## src/rtl/ffchk_pkg.sv

```systemverilog
// Shared definitions for the flip-flop variant response checker.
package ffchk_pkg;
  typedef enum logic [1:0] {IDLE = 2'd0, ARMED = 2'd1, CHECK = 2'd2, HALT = 2'd3} state_t;
  localparam int NVAR      = 5;
  localparam int V_DFF     = 0;
  localparam int V_DFFE    = 1;
  localparam int V_DFFER   = 2;
  localparam int V_DFFESS  = 3;
  localparam int V_DFFNES  = 4;
endpackage

```

## src/rtl/ffchk_lane.sv

```systemverilog
// One checker lane: golden model of a single variant, valid bit, compare,
// sticky flag and saturating error counter.
module ffchk_lane
  import ffchk_pkg::*;
#(
  parameter int VSEL  = V_DFF,
  parameter int ERR_W = 8
) (
  input  logic             clk,
  input  logic             rst,
  input  logic             d,
  input  logic             en,
  input  logic             set,
  input  logic             dut_rst,
  input  logic             q,
  input  logic             chk,
  input  logic             clr,
  output logic             mis_now,
  output logic             mis,
  output logic             sticky,
  output logic [ERR_W-1:0] cnt
);
  logic mq, vld, ld, nq;

  always_comb begin
    ld = 1'b0;
    nq = mq;
    case (VSEL)
      V_DFF:    begin ld = 1'b1;          nq = d;                               end
      V_DFFE:   begin ld = en;            nq = d;                               end
      V_DFFER:  begin ld = dut_rst | en;  nq = dut_rst ? 1'b0 : d;              end
      V_DFFESS: begin ld = set | en;      nq = set ? 1'b1 : d;                  end
      V_DFFNES: begin ld = en;            nq = set ? 1'b1 : d;                  end
      default:  begin ld = 1'b0;          nq = mq;                              end
    endcase
  end

  // model is only trusted once it has loaded a value since reset
  assign mis_now = vld & (mq != q);

  always_ff @(posedge clk or posedge rst) begin
    if (rst) begin
      mq     <= 1'b0;
      vld    <= 1'b0;
      mis    <= 1'b0;
      sticky <= 1'b0;
      cnt    <= '0;
    end else begin
      if (ld) begin
        mq  <= nq;
        vld <= 1'b1;
      end
      mis <= chk & mis_now;
      if (clr) begin
        sticky <= 1'b0;
        cnt    <= '0;
      end else if (chk && mis_now) begin
        sticky <= 1'b1;
        if (cnt != '1) cnt <= cnt + 1'b1;
      end
    end
  end
endmodule

```

## config.mk

```make
export PLATFORM = sky130hd
export DESIGN_NAME = ffchk_lane
export DESIGN_NICKNAME = d
export VERILOG_FILES = /design/src/rtl/ffchk_pkg.sv /design/src/rtl/ffchk_lane.sv
export SDC_FILE = /design/constraint.sdc
export NUM_CORES = 1
export LEC_CHECK = 0
export ABC_AREA = 1
export CAP_MARGIN = 0
export CORE_UTILIZATION = 25
export DETAILED_ROUTE_END_ITERATION = 10
export PLACE_DENSITY = 0.46
export SYNTH_ARGS = -nofsm -noshare
export SYNTH_HDL_FRONTEND = slang
export SYNTH_SLANG_ARGS = --single-unit
```

## constraint.sdc

```tcl
create_clock -name clk -period 2.5 [get_ports clk]
set_clock_uncertainty 0.15 [all_clocks]
set_input_delay 0.375 -clock clk [delete_from_list [all_inputs] [get_ports clk]]
set_output_delay 0.375 -clock clk [all_outputs]
set_load 0.005 [all_outputs]
```

==> metrics <==
Die W 53.5 um; Clock Path Buffers 2; pre-CTS setup slack 0.388 ns; Synth Net Count 93; cell count after synthesis 83; Final HPWL DP 1.02 mm; Syn Area/Cell 7.99 um2; Design Area, Final 892 um2; Yosys top cell area share 0.453; CP max stage delay 0.52 ns; commonest non-fill, non-tap cells in the layout nand2_1, clkdlybuf4s50_1, nand3_1; Post-Layout Cell Count 132; detailed-route via count 578; 1st-iter DRT viols 13; GRT overflow 0; first-pass GRT wire length 2.31 mm; routability congestion estimate 0.763; Worst path slowest cell clkdlybuf4s50_1; synthesized cell area 663 um2; period utilization 0.843; post-place instance area 856 um2; CORE AREA 0.00250 mm2; worst path bufs/invs 2; register area share after synthesis 0.453; Seq cells post-synth 12; delay-heaviest family, CP buffers and inverters; DR vias/cell 4.38; area grow syn2layout 34.5%; Final Hold Vio Count 0; PortBufs 16; Pwr Density 445 mW/mm2; worst vdd ir 0.000347 V; # DRC 0; Max-Cap Viols 0; final WL 1.43 mm; Worst Setup End Kind output port; synth warn 0; nets 113; largest net degree at the start of global routing 13; die height 53.5 um; Worst EP arrival 1.58 ns; CTS buffer count 3; Internal 306 uW; site row count 18; DR pass1 iterations 4; commonest non-fill, non-tap cell in the layout nand2_1; Reg power frac 0.507; CTS Sinks 12; Worst Setup Path Type in -> out; post-CTS setup buffers 0; Sw Share 0.230; final core occ 0.357; final hold slack 0.259 ns; Design Power 397 uW; Yosys top cell by area dfrtp_1; startpoint types input port; outcome finished, final reports clean; combinational share of power 0.101; PnR worst setup slack 0.392 ns; Starting Density 0.265; Clk network pwr share 0.392; GRT Total Usage 0.120; min cycle time layout 2.11 ns; Ant. Diodes 0; CTS Root Cell clkbuf_4; CP Data Required Time 1.98 ns; most frequent CP cell clkdlybuf4s50_1; Die ar. 0.00286 mm2; post-synth cell types 17; initial antenna violation count 0; register clock-pin slew on the reported worst setup and hold paths 0.08 ns; Post-Route Setup TNS 0 ns; Setup Viol. Count Final 0; CTS tree done; vias in the first global route 483; post-CTS sizing 0; htree depth 1; fmax 474 MHz; CTS Hold Buffers Added 0; sw power 91.3 uW; layout cells sized above 1 0.176; max-slew violation count 0; Top Ports 20; Leakage Power 0.444 nW; Area contributors post-synth dfrtp_1, nand2_1, nand3_1; Avg WL per Cell 10.8 um; placed insts 128; critical path cell sequence clkdlybuf4s50_1, nor2_1, nor2_4, clkdlybuf4s50_1; Worst Hold Class in -> async; antenna viol nets, final 0; clk_lat worst skew 0.27 ns; crit-path max FO 3; RSZ-0062 raised after global routing no
final cells by class:
class,instances,area [um2]
clock buffers,4,36.3
fillers,274,1610
repair buffers,16,160
well taps,30,37.5
multi-input cells,58,313
flip-flops and latches,12,300
inverters,12,45.0
cells in the mapped netlist:
master	number
inv_2	5
nor2_4	3
nand2_2	2
inv_1	7
buf_2	1
xor2_1	2
conb_1	1
dfrtp_1	12
a21oi_1	1
nand3_1	14
ha_1	1
xnor2_1	1
o21a_1	1
nand3_4	1
nor2_1	4
nand2_1	24
nor2_2	3
metal layers:
layer	GRT usage	vias to the layer above	share of wire
li1	-	291	-
met1	0.147	272	0.48
met2	0.183	13	0.46
met3	0.0575	2	0.056
met4	0.0395	0	0.0084
met5	0	-	0
power groups by stage:
stage | Combinational (mW) | Clock (mW) | Sequential, mW
finish | 0.0403 | 0.156 | 0.201
global route | 0.0452 | 0.172 | 0.202
CTS | 0.0414 | 0.164 | 0.201
detailed placement | 0.0414 | 0 | 0.205
global placement | 0.0411 | 0 | 0.205
floorplan | 0.0186 | 0 | 0.205
sequential cells by signal, summed over array words and instances, names as in the netlist:
| signal | cells |
|---|---|
| sticky | 1 |
| vld | 1 |
| mis | 1 |
| mq | 1 |
| cnt | 8 |
logic make-up after synthesis:
kind of cell               count (synthesis)  synth area share
adders and majority gates                  1            0.0189
and+or+nand+nor                           51             0.389
DFF                                       12             0.453
AOI/OAI and AO/OA                          2            0.0189
xor gates and xnor gates                   3            0.0396
other                                      1           0.00565
buffers and inverters                     13            0.0755
final timing paths:
path | depth (start not counted) | start | slack [ns] | to
max | 4 | q | 0.39 | mis_now
min in group clk | 1 | sticky | 0.35 | sticky
max reg2reg | 8 | cnt[0] | 0.92 | cnt[5]
max in group asynchronous | 2 | rst | 1.62 | cnt[7]
min | 2 | rst | 0.26 | cnt[0]
min reg2reg | 1 | sticky | 0.35 | sticky
Power figures use the tool's default switching activity.
==> RTL edit 1, RTL diff (same settings) <==
Remove the register `mis`: a continuous assignment takes its place, so the output `mis` follows one clock earlier.
--- a/src/rtl/ffchk_lane.sv
+++ b/src/rtl/ffchk_lane.sv
@@ -42,7 +42,6 @@
     if (rst) begin
       mq     <= 1'b0;
       vld    <= 1'b0;
-      mis    <= 1'b0;
       sticky <= 1'b0;
       cnt    <= '0;
     end else begin
@@ -50,7 +49,6 @@
         mq  <= nq;
         vld <= 1'b1;
       end
-      mis <= chk & mis_now;
       if (clr) begin
         sticky <= 1'b0;
         cnt    <= '0;
@@ -60,5 +58,7 @@
       end
     end
   end
+
+  assign mis = chk & mis_now;
 endmodule
 
Formal check against the unedited RTL: not equivalent (a bounded check fails within 4 cycles, from zero or initial values and one cycle with rst high).
==> RTL edit 1 against the unedited design <==
- routed wire length is 5.5% lower
- total power is 12% lower
- global-route usage is 0.70 points lower
- via count is 3.6% lower
- count of clock-buffer cells in the layout stayed put
- sequential cell count is 1 lower
- synthesized area is 3.8% lower
- setup slack worse by 0.15 ns
- design area is 4.2% lower
==> RTL edit 1: results (changes against the unedited design) <==
[clock_network]
cts-resized-gates = 0  ; unchanged
cts_max_path_buffers = 2  ; unchanged
clk_latency_ns = 0.27  ; about the same
cts.clk_slew.worst_paths_ns = 0.08  ; about the same
cts_setup_buffers = 0  ; unchanged
htree_levels = 1  ; unchanged
root_buffer = clkbuf_4
cts_buffers = 3  ; unchanged

[place]
io_buffers = 16  ; unchanged
dp_hpwl_um = 992.6  ; -2.7%
place_area_um2 = 828.3  ; -3.2%
dp_slack_ns = 0.2407  ; -0.1470 ns
gp_congestion = 0.8048  ; +5.5%

[drt]
vias = 557  ; -3.6%
drt-initial-drc-count = 10  ; -3
dr.pass1.iters = 4  ; unchanged
post_drt_wl_per_cell_um = 10.47  ; -3.3%

[cells_and_area]
n_fill_cell = 254  ; -7.3%
top_register = cnt
final_cells = 129  ; -2.3%
final_core_util = 0.3686  ; +0.01173
antennaDiodeCount = 0  ; unchanged
layout.nets = 112  ; -0.88%
drive_above_1_share = 0.1683  ; -0.008154
largest_register_ffs = 8  ; unchanged

[synth]
synth-main-ff-cell = dfrtp_1
seq_area_frac_synth = 0.4314  ; -0.02146
yosysWarningCount = 0  ; unchanged
syn_nets = 92  ; -1.1%
synth_cell_types = 17  ; unchanged
synth_common_cells = nand2_1 (24), nand3_1 (14), dfrtp_1 (11), inv_1 (7), inv_2 (5)
syn_inst = 82  ; -1.2%
async_reset_ff_frac = 1.000  ; unchanged
synth_area_leaders = dfrtp_1 (43%), nand2_1 (14%), nand3_1 (11%)

[power_and_ir_drop]
switchingPower_uw = 87.60  ; -4.1%
ir_drop_uv = 220.3  ; -37%
powerDensity_nw_per_um2 = 409.6  ; -8.0%
p_leak_nw = 0.4246  ; -4.4%
p_seq_frac = 0.527  ; +0.020
p_comb_frac = 0.112  ; +0.011

[global_route]
grt_pass1_vias = 458  ; -5.2%
grtUsageTotal = 0.1130  ; -0.006962
grt_start_max_net_pins = 12  ; -1
grt_first_pass_wirelength_mm = 2.132  ; -7.7%
antenna_found_initial = 0  ; unchanged

[worst_hold_path]
hold_path_class = input port to async pin

[status]
status = finished, final reports clean

[run]
cap_violations = 0  ; unchanged

[critical_path]
critPathArrivalTime_ns = 1.73  ; +0.15 ns
cp_max_fo = 3  ; unchanged

-- RTL edit 1: cell types whose count changed after synthesis --
| cell | delta |
|---|---|
| dfrtp_1 | -1 |
-- RTL edit 1: logic make-up (layout without fill, tap and decap cells) --
group                    count (synthesis)  in the layout  share of synthesized area
buffers and inverters                   13             32                    0.07843
AO/OA/AOI/OAI                            2              2                    0.01960
AND/OR/NAND/NOR                         51             51                     0.4039
flip-flops                              11             11                     0.4314
adder cells (fa/ha/maj)                  1              1                    0.01960
XOR/XNOR                                 3              3                    0.04118
other                                    1              1                   0.005877
-- RTL edit 1: worst max-delay path, stage by stage --
cell and delay, ns:
clkdlybuf4s50_1 0.47, nor2_1 0.07, nor2_4 0.14, nand2_1 0.11, inv_2 0.07, clkdlybuf4s50_1 0.49
-- RTL edit 1: area by class of cell --
| class | count | share of cell area |
|---|---|---|
| inverter | 12 | 0.05271 |
| tap | 28 | 0.04100 |
| timing repair buffer | 16 | 0.1874 |
| multi-input combinational | 58 | 0.3660 |
| clock buffer | 4 | 0.03075 |
| sequential | 11 | 0.3221 |
-- RTL edit 1: metal layers --
| metal | wire length [um] | vias up | global-route usage |
|---|---|---|---|
| li1 | - | 288 | - |
| met1 | 674 | 253 | 0.1484 |
| met2 | 579 | 11 | 0.1540 |
| met5 | 0 | - | 0 |
| met3 | 47 | 5 | 0.02609 |
| met4 | 49 | 0 | 0.09211 |
-- RTL edit 1: final timing paths --
path	start	end	slack, ns	cells past startpoint
max	q	mis	0.24	6
min	rst	cnt[7]	0.24	2
max reg2reg	cnt[0]	cnt[3]	0.93	8
min reg2reg	sticky	sticky	0.34	1
max in group asynchronous	rst	cnt[6]	1.65	2
min in group clk	sticky	sticky	0.34	1
==> RTL edit 2, RTL diff (same settings) <==
Without the edit above. Set the parameter `ERR_W` to 10 (it was 8).
--- a/src/rtl/ffchk_lane.sv
+++ b/src/rtl/ffchk_lane.sv
@@ -4,7 +4,7 @@
   import ffchk_pkg::*;
 #(
   parameter int VSEL  = V_DFF,
-  parameter int ERR_W = 8
+  parameter int ERR_W = 10
 ) (
   input  logic             clk,
   input  logic             rst,
Interface: changed (resized cnt); port bits go from 20 to 22. The function was not compared with the original's and may differ.
==> RTL edit 2 against the unedited design <==
- setup slack improved by 0.039 ns
- via count increased by 21%
- synthesized area grew 26%
- total power is 12% higher
- combinational power increased by 79%
- register-to-register slack worse by 0.14 ns
- global-route usage is 0.87 points lower
- final cell count up 29%
- sequential cell count grew 2
- sequential share of layout area fell by 1.1 points
- first-iteration DRC count rose by 120%
- routed wire length is 16% higher
- design area up 21%
==> RTL edit 2: results (changes against the unedited design) <==
[status]
status = finished, final reports clean

[sta]
whs_ns = 0.2923  ; +0.03298 ns
fmax_ghz = 0.4834  ; +1.9%
slew_headroom = 0.6219

[place]
dp_slack_ns = 0.4282  ; +0.04047 ns
io_buffers = 18  ; +2
dp_hpwl_mm = 1.259  ; +23%
place_area_um2 = 1055  ; +23%
placedCellCount = 167  ; +30%
gp_congestion = 0.7484  ; -1.8%

[global_route]
grt_start_max_net_pins = 20  ; +7
grt_pass1_vias = 641  ; +33%
grtUsageTotal = 0.1112  ; -0.008741
grt_first_pass_wirelength_mm = 2.863  ; +24%

[cells_and_area]
n_fill_cell = 356  ; +30%
drive_above_1_share = 0.1667  ; -0.009804
largest_register_ffs = 10  ; +2
layout.nets = 138  ; +22%

[power_and_ir_drop]
ir_drop_uv = 188.4  ; -46%
p_leak_nw = 0.5130  ; +16%

[synth]
synth_common_cells = nand2_1 (31), dfrtp_1 (14), inv_1 (13), nor2_1 (13)
synth-compound-area-share = 0.1153  ; +0.09640
synthAdderAreaFrac = 0.01497  ; -0.003898
synthXorXnorAreaFrac = 0  ; -0.03962
seq_area_frac_synth = 0.4192  ; -0.03367
syn_nets = 116  ; +25%
syn_inst = 106  ; +28%
synth_cell_types = 20  ; +3
async_reset_ff_frac = 1.000  ; unchanged
synth_area_leaders = dfrtp_1 (42%), nand2_1 (14%), o21ai_2 (7.3%)

[critical_path]
r2r_end = cnt[9]
regToRegStartpoint = cnt[0]
regToRegSetupSlack_ns = 0.78  ; -0.14 ns
critPathArrivalTime_ns = 1.54  ; -0.04 ns
cp_max_fo = 2  ; -1

[drt]
post_drt_wl_per_cell_um = 9.759  ; -9.8%
drt-initial-drc-count = 28  ; +15
vias_per_cell = 4.124  ; -5.8%
routed_wl_mm = 1.659  ; +16%

[clock_network]
cts-resized-gates = 0  ; unchanged

==> RTL edit 2: metal layers <==
metal  wire length, um  GRT usage  part of all wire
met5                 0          0                 0
met4                27    0.04983             0.016
met3                82    0.03463             0.049
met2               734     0.1730              0.44
met1               815     0.1406              0.49
==> RTL edit 2: where the power goes <==
group	internal, mW	switching [mW]	total [mW]
Combinational	0.0370	0.0350	0.0721
Clock	0.0558	0.0709	0.127
Sequential	0.236	0.00968	0.246
==> RTL edit 2: worst max path at each step <==
stage                          to  startpoint
after floorplan            cnt[6]      cnt[0]
after global placement    mis_now           q
after detailed placement  mis_now           q
after CTS                 mis_now           q
after global routing      mis_now           q
final                     mis_now           q
==> RTL edit 2: worst reg2reg max path, cell delays in order (launching register included) <==
cell and delay (ns):
dfrtp_1 0.42, ha_1 0.21, nand2_2 0.10, nor2_4 0.17, nand4_4 0.10, nand2_4 0.24, inv_1 0.09, nand2_1 0.09
nand2_2 0.04
==> RTL edit 2: area by class of cell <==
| cell class | instances | share of cell area |
|---|---|---|
| clock buffers | 3 | 0.02091 |
| multi-input cells | 77 | 0.3833 |
| repair buffers | 19 | 0.1742 |
| flip-flops and latches | 14 | 0.3252 |
| well taps | 44 | 0.05110 |
| inverters | 13 | 0.04530 |
==> RTL edit 2: per-stage QoR <==
| stage | util | power, mW |
|---|---|---|
| 2_1_floorplan | - | 0.2911 |
| 5_1_grt | 0.3472 | 0.4780 |
| 3_3_place_gp | 0.3399 | 0.3232 |
| 3_5_place_dp | 0.3399 | 0.3240 |
| 6_report | 0.3472 | 0.4448 |
| 4_1_cts | 0.3472 | 0.4594 |
